--- config.mk ---
export PLATFORM = sky130hd
export DESIGN_NAME = evaluador_sube_nivel_flat
export DESIGN_NICKNAME = d
export VERILOG_FILES = /design/src/rtl/evaluador_sube_nivel_if.sv /design/src/rtl/evaluador_sube_nivel.sv /design/src/flat_wrapper.sv
export SDC_FILE = /design/constraint.sdc
export NUM_CORES = 1
export LEC_CHECK = 0
export CAP_MARGIN = 20
export CORE_MARGIN = 5
export CORE_UTILIZATION = 60
export DETAILED_ROUTE_END_ITERATION = 16
export DONT_BUFFER_PORTS = 1
export PLACE_DENSITY = 0.77
export SLEW_MARGIN = 20
export SYNTH_ARGS = -nofsm -noshare
export SYNTH_HDL_FRONTEND = slang
export SYNTH_SLANG_ARGS = --single-unit
export TNS_END_PERCENT = 100
--- constraint.sdc ---
create_clock -name clk -period 3.5 [get_ports clk]
set_clock_uncertainty 0.2 [all_clocks]
set_input_delay 0.35 -clock clk [delete_from_list [all_inputs] [get_ports clk]]
set_output_delay 0.35 -clock clk [all_outputs]
set_load 0.01 [all_outputs]
--- src/rtl/evaluador_sube_nivel_if.sv ---
// Signal bundle between the level-up evaluator and the primitive Tamagotchi mode.
// The slave modport is the evaluator's view; master is the consumer/driver side.
interface evaluador_sube_nivel_if;
    logic       activo;
    logic       B_alimentar;
    logic       B_dormir;
    logic       B_jugar;
    logic [1:0] Nivel;
    logic       Entrada_Sube_Nivel;
    logic [2:0] Comida;
    logic [2:0] Energia;
    logic [2:0] Animo;
    logic       Sano;

    modport slave (
        input  activo, B_alimentar, B_dormir, B_jugar, Nivel,
        output Entrada_Sube_Nivel, Comida, Energia, Animo, Sano
    );

    modport master (
        output activo, B_alimentar, B_dormir, B_jugar, Nivel,
        input  Entrada_Sube_Nivel, Comida, Energia, Animo, Sano
    );
endinterface

--- src/rtl/evaluador_sube_nivel.sv ---
// Pet statistics with periodic decay and button refills; emits a one-cycle level-up
// pulse after HOLD_TICKS consecutive healthy ticks, unless the level is already maxed.
module evaluador_sube_nivel #(
    parameter int unsigned TICK_DIV    = 50000000,
    parameter int unsigned DECAY_TICKS = 5,
    parameter int unsigned HOLD_TICKS  = 10,
    parameter int unsigned UMBRAL      = 4,
    parameter int unsigned INC         = 2
) (
    input  logic                         clk,
    input  logic                         B_reset,
    evaluador_sube_nivel_if.slave        bus
);

    localparam int unsigned TickW = (TICK_DIV > 1) ? $clog2(TICK_DIV) : 1;
    localparam int unsigned DecW  = (DECAY_TICKS > 1) ? $clog2(DECAY_TICKS) : 1;
    localparam int unsigned HoldW = $clog2(HOLD_TICKS + 1);

    localparam logic [TickW-1:0] TickLast = TickW'(TICK_DIV - 1);
    localparam logic [DecW-1:0]  DecLast  = DecW'(DECAY_TICKS - 1);
    localparam logic [HoldW-1:0] HoldLast = HoldW'(HOLD_TICKS);
    localparam logic [2:0]       Umbral   = 3'(UMBRAL);

    typedef enum logic [1:0] {StVigilando, StContando, StPulso} state_e;

    state_e           state_q, state_d;
    logic [TickW-1:0] cnt_tick_q, cnt_tick_d;
    logic [DecW-1:0]  cnt_decay_q, cnt_decay_d;
    logic [HoldW-1:0] hold_q, hold_d;
    logic [2:0]       comida_q, comida_d;
    logic [2:0]       energia_q, energia_d;
    logic [2:0]       animo_q, animo_d;
    logic             tick, decay, sano, pulse;

    // Action and decay landing on the same cycle combine into one net, saturated step.
    function automatic logic [2:0] upd(input logic [2:0] v, input logic add, input logic dec);
        int s;
        s = int'(v) + (add ? int'(INC) : 0) - (dec ? 1 : 0);
        if (s > 7) s = 7;
        else if (s < 0) s = 0;
        return 3'(s);
    endfunction

    always_comb begin
        tick  = bus.activo && (cnt_tick_q == TickLast);
        decay = tick && (cnt_decay_q == DecLast);
        sano  = (comida_q >= Umbral) && (energia_q >= Umbral) && (animo_q >= Umbral);

        cnt_tick_d  = cnt_tick_q;
        cnt_decay_d = cnt_decay_q;
        comida_d    = comida_q;
        energia_d   = energia_q;
        animo_d     = animo_q;
        if (bus.activo) begin
            cnt_tick_d = tick ? '0 : cnt_tick_q + 1'b1;
            comida_d   = upd(comida_q, bus.B_alimentar, decay);
            energia_d  = upd(energia_q, bus.B_dormir, decay);
            animo_d    = upd(animo_q, bus.B_jugar, decay);
        end
        if (tick) cnt_decay_d = decay ? '0 : cnt_decay_q + 1'b1;
    end

    always_comb begin
        state_d = state_q;
        hold_d  = hold_q;
        pulse   = 1'b0;
        if (bus.activo) begin
            case (state_q)
                StVigilando: begin
                    hold_d = '0;
                    if (tick && sano) begin
                        hold_d  = HoldW'(1);
                        state_d = (HOLD_TICKS <= 1) ? StPulso : StContando;
                    end
                end
                StContando: begin
                    if (tick) begin
                        if (!sano) begin
                            hold_d  = '0;
                            state_d = StVigilando;
                        end else begin
                            hold_d = hold_q + 1'b1;
                            if (hold_q + 1'b1 == HoldLast) state_d = StPulso;
                        end
                    end
                end
                StPulso: begin
                    // At the top level the pulse is swallowed but the cycle still restarts the hold.
                    pulse   = (bus.Nivel != 2'd3);
                    hold_d  = '0;
                    state_d = StVigilando;
                end
                default: begin
                    hold_d  = '0;
                    state_d = StVigilando;
                end
            endcase
        end
    end

    always_ff @(posedge clk or negedge B_reset) begin
        if (!B_reset) begin
            state_q     <= StVigilando;
            cnt_tick_q  <= '0;
            cnt_decay_q <= '0;
            hold_q      <= '0;
            comida_q    <= 3'd7;
            energia_q   <= 3'd7;
            animo_q     <= 3'd7;
        end else begin
            state_q     <= state_d;
            cnt_tick_q  <= cnt_tick_d;
            cnt_decay_q <= cnt_decay_d;
            hold_q      <= hold_d;
            comida_q    <= comida_d;
            energia_q   <= energia_d;
            animo_q     <= animo_d;
        end
    end

    assign bus.Entrada_Sube_Nivel = pulse;
    assign bus.Comida             = comida_q;
    assign bus.Energia            = energia_q;
    assign bus.Animo              = animo_q;
    assign bus.Sano               = sano;

endmodule
--- src/flat_wrapper.sv ---
// flat-port wrapper written by rule: the top's interface ports become plain ports
module evaluador_sube_nivel_flat 
#(
    parameter int unsigned TICK_DIV    = 50000000,
    parameter int unsigned DECAY_TICKS = 5,
    parameter int unsigned HOLD_TICKS  = 10,
    parameter int unsigned UMBRAL      = 4,
    parameter int unsigned INC         = 2
)
  (clk, B_reset, bus_activo, bus_B_alimentar, bus_B_dormir, bus_B_jugar, bus_Nivel, bus_Entrada_Sube_Nivel, bus_Comida, bus_Energia, bus_Animo, bus_Sano);
  evaluador_sube_nivel_if bus_i ();
  input  logic clk;
  input  logic B_reset;
  input wire logic [$bits(bus_i.activo)-1:0] bus_activo;
  input wire logic [$bits(bus_i.B_alimentar)-1:0] bus_B_alimentar;
  input wire logic [$bits(bus_i.B_dormir)-1:0] bus_B_dormir;
  input wire logic [$bits(bus_i.B_jugar)-1:0] bus_B_jugar;
  input wire logic [$bits(bus_i.Nivel)-1:0] bus_Nivel;
  output wire logic [$bits(bus_i.Entrada_Sube_Nivel)-1:0] bus_Entrada_Sube_Nivel;
  output wire logic [$bits(bus_i.Comida)-1:0] bus_Comida;
  output wire logic [$bits(bus_i.Energia)-1:0] bus_Energia;
  output wire logic [$bits(bus_i.Animo)-1:0] bus_Animo;
  output wire logic [$bits(bus_i.Sano)-1:0] bus_Sano;
  assign bus_i.activo = bus_activo;
  assign bus_i.B_alimentar = bus_B_alimentar;
  assign bus_i.B_dormir = bus_B_dormir;
  assign bus_i.B_jugar = bus_B_jugar;
  assign bus_i.Nivel = bus_Nivel;
  assign bus_Entrada_Sube_Nivel = bus_i.Entrada_Sube_Nivel;
  assign bus_Comida = bus_i.Comida;
  assign bus_Energia = bus_i.Energia;
  assign bus_Animo = bus_i.Animo;
  assign bus_Sano = bus_i.Sano;
  evaluador_sube_nivel #(.TICK_DIV(TICK_DIV), .DECAY_TICKS(DECAY_TICKS), .HOLD_TICKS(HOLD_TICKS), .UMBRAL(UMBRAL), .INC(INC)) u_core (.clk(clk), .B_reset(B_reset), .bus(bus_i));
endmodule
Word level (Yosys, flattened, before mapping)
Index checks and enable logic that the tools add are counted.
- register bits: 44
- input bits: 8
- output and inout bits: 11
- word-level logic and storage cells: 65
- add/sub/neg operators: 9
- $lt $le $gt $ge: 9
- equality and inequality tests: 9
- multiplexer cells: 23
- reduce and logical (&&, ||, !) cells: 8
- operators by type and width (operator ; count):
    $add 4x32->32 ; 3
    $gt 32x4->1 const B ; 3
    $lt 32x1->1 const B ; 3
    $sub 32x2->32 ; 3
    $add 26x1->26 const B ; 1
    $eq 26x26->1 const B ; 1
    $mux 26 ; 1
    $mux 3 ; 7
    $mux 2 ; 7
    $ge 3x3->1 const B ; 3
    $mux 4 ; 2
    $pmux 4 s2 ; 1
    $logic_and 1x1->1 ; 5
    $add 4x1->4 const B ; 1
    $eq 4x4->1 const B ; 1
    $mux 1 ; 4
    $ne 2x1->1 const B ; 2
    $pmux 2 s2 ; 1
    $reduce_and 4->1 ; 1
    $add 3x1->3 const B ; 1
    $eq 3x3->1 const B ; 1
    $ne 3x3->1 const B ; 1
    $eq 2x1->1 const B ; 1
    $eq 2x2->1 const B ; 1
    other kinds (3) ; 3

Longest topological paths before layout
Gate-level depths: netlist (run 1).
- depth in word-level cells: 8
- mapped depth: 15
- mapped depth without buffers: 15

Worst setup path before layout (run 1)
No wires, ideal clock.
- path type: register -> register
- start point: register u_core.cnt_tick_q[8]
- end point: register u_core.animo_q[0], in the netlist u_core.bus.Animo[0]
- setup time: 0.079 ns
- arrival time: 2.813 ns
- required time: 3.221 ns
- path slack: 0.408 ns
- cell stages (with the launch flop): 15
- path buffers: 0
- clock period less this slack: 3.092 ns
- path through: dfrtp_1 -> nor4_2 -> nand2_1 -> nor3_1 -> and3_1 -> ha_1 -> inv_1 -> ha_1 -> fa_1 -> inv_1 -> ha_1 -> a21boi_0 -> a21oi_1 -> nand2_1 -> o21ai_0
- longest elaborated chain between the ends: 8
- elaborated cells between the ends (all ways): 9
- those cells by class: add/sub (1); order compare (2); eq/ne (1); mux (3); reduce/logical (2)
- RTL lines (element ; line ; source):
    start: declaration ; evaluador_sube_nivel.sv:27 ; logic [TickW-1:0] cnt_tick_q, cnt_tick_d;
    start signal: assignment ; evaluador_sube_nivel.sv:112 ; cnt_tick_q <= cnt_tick_d;
    $eq 26x26->1 (*) ; evaluador_sube_nivel.sv:45 ; tick = bus.activo && (cnt_tick_q == TickLast);
    $logic_and 1x1->1 (*) ; evaluador_sube_nivel.sv:45 ;
    $logic_and 1x1->1 (*) ; evaluador_sube_nivel.sv:46 ; decay = tick && (cnt_decay_q == DecLast);
    $mux 1 (*) ; evaluador_sube_nivel.sv:38 ; s = int'(v) + (add ? int'(INC) : 0) - (dec ? 1 : 0);
    $sub 32x2->32 (*) ; evaluador_sube_nivel.sv:38 ;
    $lt 32x1->1 ; evaluador_sube_nivel.sv:40 ; else if (s < 0) s = 0;
    $mux 3 ; evaluador_sube_nivel.sv:40 ;
    $mux 3 (*) ; evaluador_sube_nivel.sv:39 ; if (s > 7) s = 7;
    end signal: assignment ; evaluador_sube_nivel.sv:117 ; animo_q <= animo_d;
    end: declaration ; evaluador_sube_nivel.sv:32 ; logic [2:0] animo_q, animo_d;
Every way passes the cells marked *; elsewhere a longest branch is shown, timed or not.
A chain may end at the register's enable or synchronous reset.

Final worst setup path (run 1)
- start point: register u_core.cnt_tick_q[0]
- end point: register u_core.comida_q[0], in the netlist u_core.bus.Comida[0]
- longest elaborated chain between the ends: 8
- elaborated cells between the ends (all ways): 9
- those cells by class: add/sub (1); order compare (2); eq/ne (1); mux (3); reduce/logical (2)
- RTL lines (element ; line ; source):
    $eq 26x26->1 (*) ; evaluador_sube_nivel.sv:45 ;
    $logic_and 1x1->1 (*) ; evaluador_sube_nivel.sv:45 ;
    $logic_and 1x1->1 (*) ; evaluador_sube_nivel.sv:46 ;
    $mux 1 (*) ; evaluador_sube_nivel.sv:38 ;
    $sub 32x2->32 (*) ; evaluador_sube_nivel.sv:38 ;
    $lt 32x1->1 ; evaluador_sube_nivel.sv:40 ;
    $mux 3 ; evaluador_sube_nivel.sv:40 ;
    $mux 3 (*) ; evaluador_sube_nivel.sv:39 ;
    end signal: assignment ; evaluador_sube_nivel.sv:115 ; comida_q <= comida_d;
    end: declaration ; evaluador_sube_nivel.sv:30 ; logic [2:0] comida_q, comida_d;
Marks and branches as above.

==> results.md, run 1 <==
* Flop pwr share at 45.1%
* Post-route insts no fill at 351
* Multi-input gate area at 1400 µm²
* Dpl cells at 339
* Hold Path Class: in -> reg
* Antenna Cells at 0
* Slack of the critical path at 0.240 ns
* CTS Root Cell: clkbuf_8
* First-pass GRT wire length at 8850 µm
* Vias in the first global route at 1942
* Die Span Y at 76.7 µm
* DP Wirelength at 3650 µm
* Commonest non-fill, non-tap cell in the layout: nand2_1
* Setup TNS at 0 ns
* MaxCap Viol Count at 0
* Met3 wire len at 222 µm
* Synth unique cells at 43
* P&R area growth vs syn at 7.58%
* Setup Crit Path Kind: reg -> reg
* Synth top area share at 32.8%
* Fin util at 66.5%
* Port bufs at 0
* Clk pwr share at 19.8%
* Min cycle time layout at 3.26 ns
* Startpoint Class: register
* Internal at 1.04 mW
* Final Power at 1.67 mW
* Final worst path period share at 93.1%
* CP max FO at 5
* Site Rows at 24
* Worst-case clock buffer depth at 2
* Fill cell total of the finished layout at 369
* Cell count after synthesis at 291
* Slew Viols, Final at 0
* Unrepaired setup endpoints after global routing: no
* Initial antenna violation count at 0
* Gpl congestion at 0.881
* TritonCTS buffer count at 5
* Pre-CTS setup slack at 0.235 ns
* Worst slew margin at 35.5%
* CP max stage delay at 0.40 ns
* Gr usage total at 18.4%
* Fin nets at 332
* CP required at 3.51 ns
* Crit-path cells: ha_1 > and3_4 > nand2_1 > nor3_2 > and3_2 > ha_1 > inv_1 > ha_1 > fa_1 > inv_1 > ha_1 > a21boi_0 > a21oi_1 > nand2_1 > o21ai_0
* Io pins at 19
* Die area at 5890 µm²
* Comb power frac at 35.1%
* Clock Latency Late Sink at 0.30 ns
* Slew @ Worst Pin at 0.959 ns
* Syn Nets at 325
* Netlist Area Pre-Place at 2670 µm²
* Highest metal used: met4
* Routed wire length at 5150 µm
* Met1 wire length at 2540 µm
* Ys Warns at 0
* Met2 routed WL at 2320 µm
* Synth top area cells: dfrtp_1, ha_1, dfstp_2
* Synth Register Bits at 44
* Wirelength per Cell at 14.7 µm
* TritonCTS sink count at 44
* Share of cells above drive strength 1 at 9.36%
* CTS tree: done
* Min Hold Slack at 0.0111 ns
* Syn Area/Cell at 9.18 µm²
* Net Switching at 0.626 mW
* Largest area contributor in the netlist: dfrtp_1
* Core ar. at 4320 µm²
* Most frequent cells in the layout: nand2_1, inv_1, dfrtp_1, ha_1, nor2_1
* F_max at 307 MHz
* Placed cell area at 2720 µm²
* CP dominant cell by count: ha_1
* Vias at 2023
* Register area at 1110 µm²
* GRT Residual Overflow at 0
* Status: finished, final reports clean
* CTS H-Tree Depth at 2
* Sw Ratio at 37.5%
* Crit-path slowest cell: dfrtp_1
* Detailed Routing Iterations Pass 1 at 5
* Post-route DRC at 0
* Sequential fraction of the synthesis area at 41.6%
* Final setup violation count at 0
* Initial drt markers at 123
* Clk pin slew, worst setup/hold paths at 0.08 ns
* Final-report hold violation count at 0
* Leak at 1.35 nW
* Die W at 76.7 µm
* Routed Antenna Nets at 0
* Largest net degree at the start of global routing at 45
* Cell Pwr Density at 580 nW/µm²
* Critical Path AT at 3.27 ns
* Vias per Instance at 5.76
* Finished Cell Area at 2880 µm²
* Setup crit end kind: register
* Maximum VDD drop at 489 µV
* Initial Utilization at 61.8%
==> timing repair <==
item	in CTS	in global routing
setup buffers	0	0
endpoints found under the hold margin	55	0
endpoints found under the setup margin	0	8
hold buffers	4	0
resized for setup	0	3
==> metal layers <==
| metal | track usage, % | vias up |
|---|---|---|
| li1 | - | 1006 |
| met1 | 25.5 | 964 |
| met2 | 27.7 | 49 |
| met3 | 3.63 | 4 |
| met4 | 8.39 | 0 |
| met5 | 0 | - |
==> synthesized netlist by cell type, drive strengths merged <==
library cell  number
o32ai              1
mux2               1
o21ai             18
and3               5
buf                2
nor4               3
ha                23
or4                1
dfrtp             35
inv               37
a2bb2oi            1
nand4             11
nor4bb             1
or3                3
o31ai              2
a21boi             4
and2b              1
a21oi             12
xor2               8
o32a               1
and4bb             2
nand3b             1
a2111oi            1
o2bb2ai            1
and2               1
nor3               4
clkbuf             4
a32oi              1
xnor2             12
dfstp              9
o211ai             3
and4               5
a41oi              1
nand3             13
nand2             40
fa                 3
nor2              20
==> cells by family after synthesis <==
family / share of synthesized area (%)
adders and majority gates: 13.0
DFF: 41.6
AOI/OAI and AO/OA: 10.5
xor gates and xnor gates: 6.55
muxes: 0.421
and+or+nand+nor: 21.5
buffers and inverters: 6.37
==> power by group through the flow <==
| stage | clock network [mW] | logic [mW] | registers, mW |
|---|---|---|---|
| after floorplan | 0 | 0.456 | 0.738 |
| after global placement | 0 | 0.529 | 0.759 |
| after detailed placement | 0 | 0.563 | 0.761 |
| after CTS | 0.340 | 0.585 | 0.753 |
| after global routing | 0.365 | 0.685 | 0.768 |
| final | 0.331 | 0.585 | 0.752 |
==> path summary, 6_finish.rpt <==
path                                        from                     to  slack [ns]  cells after the start
max                         u_core.cnt_tick_q[0]   u_core.bus.Comida[0]        0.24                     15
min                                   bus_activo   u_core.cnt_tick_q[2]        0.01                      2
max reg2reg                 u_core.cnt_tick_q[0]   u_core.bus.Comida[0]        0.24                     15
min reg2reg                u_core.cnt_tick_q[23]  u_core.cnt_tick_q[23]        0.28                      1
max in group asynchronous                B_reset    u_core.bus.Animo[1]        2.48                      2
min in group asynchronous                B_reset      u_core.state_q[1]        0.37                      2
==> cell type report <==
| type | count | share of cell area [%] |
|---|---|---|
| timing repair buffer | 6 | 2.52 |
| clock buffer | 8 | 3.13 |
| multi-input combinational | 204 | 48.6 |
| inverter | 37 | 4.83 |
| sequential | 44 | 38.7 |
| tap | 52 | 2.26 |
==> flip-flops by register name, summed over array words and instances (netlist names) <==
signal,count
u_core.cnt_decay_q,3
u_core.bus.Energia,3
u_core.bus.Animo,3
u_core.hold_q,4
u_core.state_q,2
u_core.bus.Comida,3
u_core.cnt_tick_q,26
==> worst max-delay path, delay by kind of cell (launching register included) <==
family / cells / cell delay (ns)
adder cells (fa/ha/maj): 5 / 1.01
AND/OR/NAND/NOR: 5 / 0.90
AO/OA/AOI/OAI: 3 / 0.53
flip-flops: 1 / 0.40
buffers and inverters: 2 / 0.11
No activity file was read; power rests on OpenSTA's default activity.
==> inputs of run 2 (changes only) <==
Settings changed: HOLD_SLACK_MARGIN set to 0.12, RECOVER_POWER set to 100.
==> run 2 against run 1 <==
Effect of this change:
- the flow now finishes with violations (max-capacitance violations, max-slew violations)
- cell count stayed put
- clock-buffer cell count stayed put
- utilization is 0.72 points lower
- critical path type unchanged
- first-iteration DRC count is 12% lower
- fmax is 0.53% lower
- critical endpoint unchanged
- setup slack worse by 0.017 ns
==> results.md, run 2 (synthesis results as in run 1) <==
* Status: finished, violations left
* Failing checks: max-capacitance violations, max-slew violations
* TritonCTS sink count at 44
* Largest net degree at the start of global routing at 45
* Site Rows at 24
* Vias in the first global route at 1928
* Leak at 1.33 nW
* First-pass GRT wire length at 8780 µm
* Core ar. at 4320 µm²
* Met3 Use GR at 3.63%
* Vias per Instance at 5.81
* Routed wire length at 5090 µm
* P&R area growth vs syn at 6.41%
* Max reg flops at 26
* CTS Root Cell: clkbuf_8
* Slew @ Worst Pin at 2.01 ns
* Fin util at 65.8%
* Initial Utilization at 61.8%
* Setup TNS at 0 ns
* Unrepaired setup endpoints after global routing: no
* Post-route DRC at 0
* Gpl congestion at 0.881
* Slew Viols, Final at 45
* Sw Ratio at 37.8%
* Cell Pwr Density at 578 nW/µm²
* Met1 GRT Util at 25.0%
* F_max at 305 MHz
* Startpoint Class: register
* CP required at 3.53 ns
* Final-report hold violation count at 0
* Maximum VDD drop at 474 µV
* Share of cells above drive strength 1 at 5.35%
* Io pins at 19
* Min Hold Slack at 0.146 ns
* Worst-case clock buffer depth at 2
* Net Switching at 0.621 mW
* Clock Latency Late Sink at 0.30 ns
* Initial drt markers at 108
* Most frequent cells in the layout: nand2_1, inv_1, dfrtp_1, ha_1, nor2_1
* Worst slew margin at -34.2%
* Biggest register: u_core.cnt_tick_q
* Gr busiest metal: met2
* Vias at 2039
* Internal at 1.02 mW
* Antenna Cells at 0
* Wirelength per Cell at 14.5 µm
* Fill cell total of the finished layout at 378
* TritonCTS buffer count at 5
* Setup Crit Path Kind: reg -> reg
* Commonest non-fill, non-tap cell in the layout: nand2_1
* Detailed Routing Iterations Pass 1 at 4
* Flop pwr share at 44.6%
* Gr usage total at 18.2%
* CP max FO at 7
* Comb power frac at 35.4%
* Die area at 5890 µm²
* Clk pin slew, worst setup/hold paths at 0.08 ns
* Clk pwr share at 20.1%
* Final worst path period share at 93.6%
* Met2 Use GR at 27.6%
* CTS tree: done
* Die Span Y at 76.7 µm
* Fin nets at 332
* Final setup violation count at 0
* Min cycle time layout at 3.28 ns
* Register area at 1110 µm²
* Die W at 76.7 µm
* MaxCap Viol Count at 1
* DP Wirelength at 3650 µm
* Setup crit end kind: register
* Hold Path Class: in -> reg
* Multi-input gate area at 1390 µm²
* Largest regs: u_core.cnt_tick_q: 26 flops, u_core.hold_q: 4 flops
* CTS H-Tree Depth at 2
* Routed Antenna Nets at 0
* GRT Residual Overflow at 0
* Critical Path AT at 3.30 ns
* Port bufs at 0
* Initial antenna violation count at 0
## run 2: cell types whose count changed in the layout (fill, tap and decap cells not counted), sizes merged
cell	delta
buf	-1
clkbuf	+1
dlygate4sd3	-1
clkdlybuf4s25	+1
## run 2: what timing repair did
item,4_1_cts,5_1_grt
setup buffers,0,1
hold endpoints to repair,58,0
gates resized for setup,0,6
hold buffers,3,0
endpoints found under the setup margin,0,9
## run 2: metal layers
| layer | wire (µm) | share of wire (%) |
|---|---|---|
| met5 | 0 | 0 |
| met4 | 70 | 1.4 |
| met3 | 269 | 5.3 |
| met2 | 2300 | 45 |
| met1 | 2450 | 48 |
## run 2: per-stage QoR
step / instance area (µm²) / setup WS (ns) / instances / total power [mW]
3_3_place_gp: 2720 / 0.294 / 339 / 1.29
2_1_floorplan: 2670 / 0.408 / 291 / 1.19
5_1_grt: 2840 / 0.00990 / 351 / 1.80
6_report: 2840 / 0.223 / 351 / 1.64
3_5_place_dp: 2720 / 0.235 / 339 / 1.32
4_1_cts: 2860 / 0.172 / 350 / 1.68
## run 2: final cells by class
class / instances / share of cell area (%)
timing repair buffer: 6 / 1.72
multi-input combinational: 204 / 48.8
clock buffer: 8 / 3.17
sequential: 44 / 39.1
tap: 52 / 2.29
inverter: 37 / 4.88
## run 2: path summary, 6_finish.rpt
check,from,endpoint,slack [ns],cells past startpoint
min in group asynchronous,B_reset,u_core.state_q[1],1.18,2
max reg2reg,u_core.cnt_tick_q[7],u_core.bus.Comida[0],0.22,14
max,u_core.cnt_tick_q[7],u_core.bus.Comida[0],0.22,14
min,bus_activo,u_core.cnt_tick_q[1],0.15,2
min reg2reg,u_core.cnt_tick_q[23],u_core.cnt_tick_q[23],0.29,1
max in group asynchronous,B_reset,u_core.cnt_tick_q[11],0.76,2
## run 2: worst max-delay path, stage by stage, from the launching register on
cell and delay (ns):
dfrtp_1 0.44, and4bb_1 0.34, nand4_1 0.16, nor3_2 0.24
and3_2 0.25, ha_1 0.15, inv_1 0.04, ha_1 0.20
fa_1 0.37, inv_1 0.07, ha_1 0.23, a21boi_0 0.16
a21oi_1 0.18, nand2_1 0.07, o21ai_0 0.11
## run 2: power by group through the flow
| stage | Clock [mW] | Sequential [mW] | Combinational, mW |
|---|---|---|---|
| 2_1_floorplan | 0 | 0.738 | 0.456 |
| 5_1_grt | 0.364 | 0.751 | 0.684 |
| 3_3_place_gp | 0 | 0.759 | 0.529 |
| 4_1_cts | 0.340 | 0.753 | 0.585 |
| 3_5_place_dp | 0 | 0.761 | 0.563 |
| 6_report | 0.330 | 0.733 | 0.582 |
==> inputs of run 3 (changes only) <==
Settings changed: CORE_UTILIZATION 60 to 57, PLACE_DENSITY 0.77 to 0.76.
Clock period 3.5 ns to 2.9 ns, I/O delays scaled along.
==> run 3 against run 2 <==
Effect of this change:
- the run ends with negative hold slack, negative setup slack left
- critical endpoint is now u_core.bus.Energia[0]
- cell count grew 12%
- setup slack lost 0.42 ns
- cell area grew 18%
==> results.md, run 3 (synthesis results as in run 1) <==
* Routed Antenna Nets at 0
* Share of cells above drive strength 1 at 27.1%
* Largest net degree at the start of global routing at 45
* Max reg flops at 26
* First-pass GRT wire length at 10200 µm
* Clk pwr share at 14.9%
* Vias in the first global route at 2277
* Hold Path Class: in -> reg
* GRT Residual Overflow at 0
* Initial drt markers at 123
* Die area at 6160 µm²
* Crit-path slowest cell: dfrtp_1
* Biggest register: u_core.cnt_tick_q
* Cell Pwr Density at 751 nW/µm²
* Comb power frac at 49.6%
* Worst-case clock buffer depth at 2
* Final setup violation count at 9
* Vias at 2268
* Most frequent cells in the layout: nand2_1, buf_4, dfrtp_1, inv_1, nor2_1
* Io pins at 19
* Post-route DRC at 0
* CP required at 2.93 ns
* Status: finished, violations left
* Sw Ratio at 37.9%
* Min Hold Slack at -0.174 ns
* Setup crit end kind: register
* Critical Path AT at 3.12 ns
* Crit-path cells: and4bb_1 > nand4_1 > nor3_2 > and3_4 > ha_4 > inv_2 > ha_4 > fa_2 > inv_2 > ha_4 > a21boi_4 > a21oi_2 > nand2_1 > o21ai_1
* Initial antenna violation count at 0
* Vias per Instance at 5.77
* Detailed Routing Iterations Pass 1 at 5
* Critical path's top delay family: simple AND/OR/NAND/NOR gates
* CTS H-Tree Depth at 2
* CP max stage delay at 0.41 ns
* Pre-CTS setup slack at -0.111 ns
* Slew @ Worst Pin at 1.09 ns
* Commonest non-fill, non-tap cell in the layout: nand2_1
* Clock Latency Late Sink at 0.30 ns
* Unrepaired setup endpoints after global routing: yes
* CP dominant cell by count: ha_4
* Site Rows at 25
* Slack of the critical path at -0.196 ns
* Fill cell total of the finished layout at 318
* TritonCTS buffer count at 5
* TritonCTS sink count at 44
* Net Switching at 0.956 mW
* CTS tree: done
* Largest regs: u_core.cnt_tick_q: 26 flops, u_core.hold_q: 4 flops
* Min cycle time layout at 3.10 ns
* Gpl congestion at 0.871
* Setup Crit Path Kind: reg -> reg
* MaxCap Viol Count at 0
* Startpoint Class: register
* Post-route insts no fill at 393
* Worst slew margin at 27.6%
* Die Span Y at 78.5 µm
* Slew Viols, Final at 0
* Maximum VDD drop at 783 µV
* F_max at 323 MHz
* Initial Utilization at 57.7%
* Wirelength per Cell at 16.3 µm
* Buf/Inv on CP at 2
* Flop pwr share at 35.4%
* Fin nets at 372
* P&R area growth vs syn at 25.6%
* Clk pin slew, worst setup/hold paths at 0.08 ns
* Hold buffers post-CTS at 9
* Leak at 1.56 nW
* Die W at 78.5 µm
* Routed wire length at 6400 µm
* Dpl cells at 371
* Final worst path period share at 107%
* Gr usage total at 21.1%
* Final-report hold violation count at 9
* CP max FO at 3
* Antenna Cells at 0
* Core ar. at 4630 µm²
* Internal at 1.56 mW
* Failing checks: negative hold slack, negative setup slack
* Final Power at 2.52 mW
* CTS Root Cell: clkbuf_8
* DP Wirelength at 3990 µm
* Port bufs at 0
## run 3: cell count changes in the layout (fill, tap and decap cells not counted), sizes merged
cell and change:
buf +35, clkinv +1, dlygate4sd3 +6, clkdlybuf4s25 -1, clkbuf -1
## run 3: path summary, 6_finish.rpt
kind | startpoint | end | slack, ns | cells after the start
worst max-delay path | u_core.cnt_tick_q[7] | u_core.bus.Energia[0] | -0.20 | 14
worst min-delay path | bus_activo | u_core.bus.Comida[2] | -0.17 | 1
worst max register to register | u_core.cnt_tick_q[7] | u_core.bus.Energia[0] | -0.20 | 14
worst min register to register | u_core.bus.Energia[1] | u_core.bus.Energia[1] | 0.32 | 2
max in group asynchronous | B_reset | u_core.cnt_tick_q[14] | 1.30 | 2
min in group asynchronous | B_reset | u_core.cnt_tick_q[10] | 0.53 | 2
## run 3: worst reg2reg max path: cells and delay by family, from the launching register on
| kind | cells | cell delay (ns) |
|---|---|---|
| AOI/OAI and AO/OA | 3 | 0.35 |
| adders and majority gates | 4 | 0.84 |
| DFF | 1 | 0.41 |
| and+or+nand+nor | 5 | 1.08 |
| buffers and inverters | 2 | 0.14 |
## run 3: layer usage
layer / global-route usage (%) / wire (µm)
met5: 0 / 0
met4: 8.39 / 174
met3: 5.28 / 309
met2: 34.2 / 3130
met1: 26.9 / 2780
## run 3: timing repair
| item | CTS | global route |
|---|---|---|
| setup buffers | 3 | 2 |
| gates resized for setup | 12 | 17 |
| endpoints found under the setup margin | 9 | 9 |
| pin swaps | 13 | 19 |
| hold endpoints to repair | 59 | 9 |
## run 3: layout make-up
cell class | instances | area [µm²] | share of cell area (%)
Multi-Input combinational cell | 204 | 1590 | 47.5
Sequential cell | 44 | 1110 | 33.1
Timing Repair Buffer | 46 | 363 | 10.8
Inverter | 37 | 139 | 4.14
Clock buffer | 7 | 76.3 | 2.27
Tap cell | 54 | 67.6 | 2.01
Clock inverter | 1 | 5.00 | 0.149
## run 3: stage by stage
stage               util [%]  instance area, µm²  setup TNS (ns)
floorplan                  -                2710          -0.653
global placement        64.5                2990          -0.295
detailed placement      64.5                2990          -0.807
CTS                     70.6                3270          -0.505
global route            72.5                3360           -2.25
finish                  72.5                3360           -1.27
## run 3: power groups by stage
stage	registers, mW	logic (mW)	clock network [mW]
6_report	0.893	1.25	0.376
5_1_grt	0.905	1.39	0.415
4_1_cts	0.893	0.975	0.382
3_5_place_dp	0.902	0.806	0
3_3_place_gp	0.899	0.766	0
2_1_floorplan	0.890	0.602	0
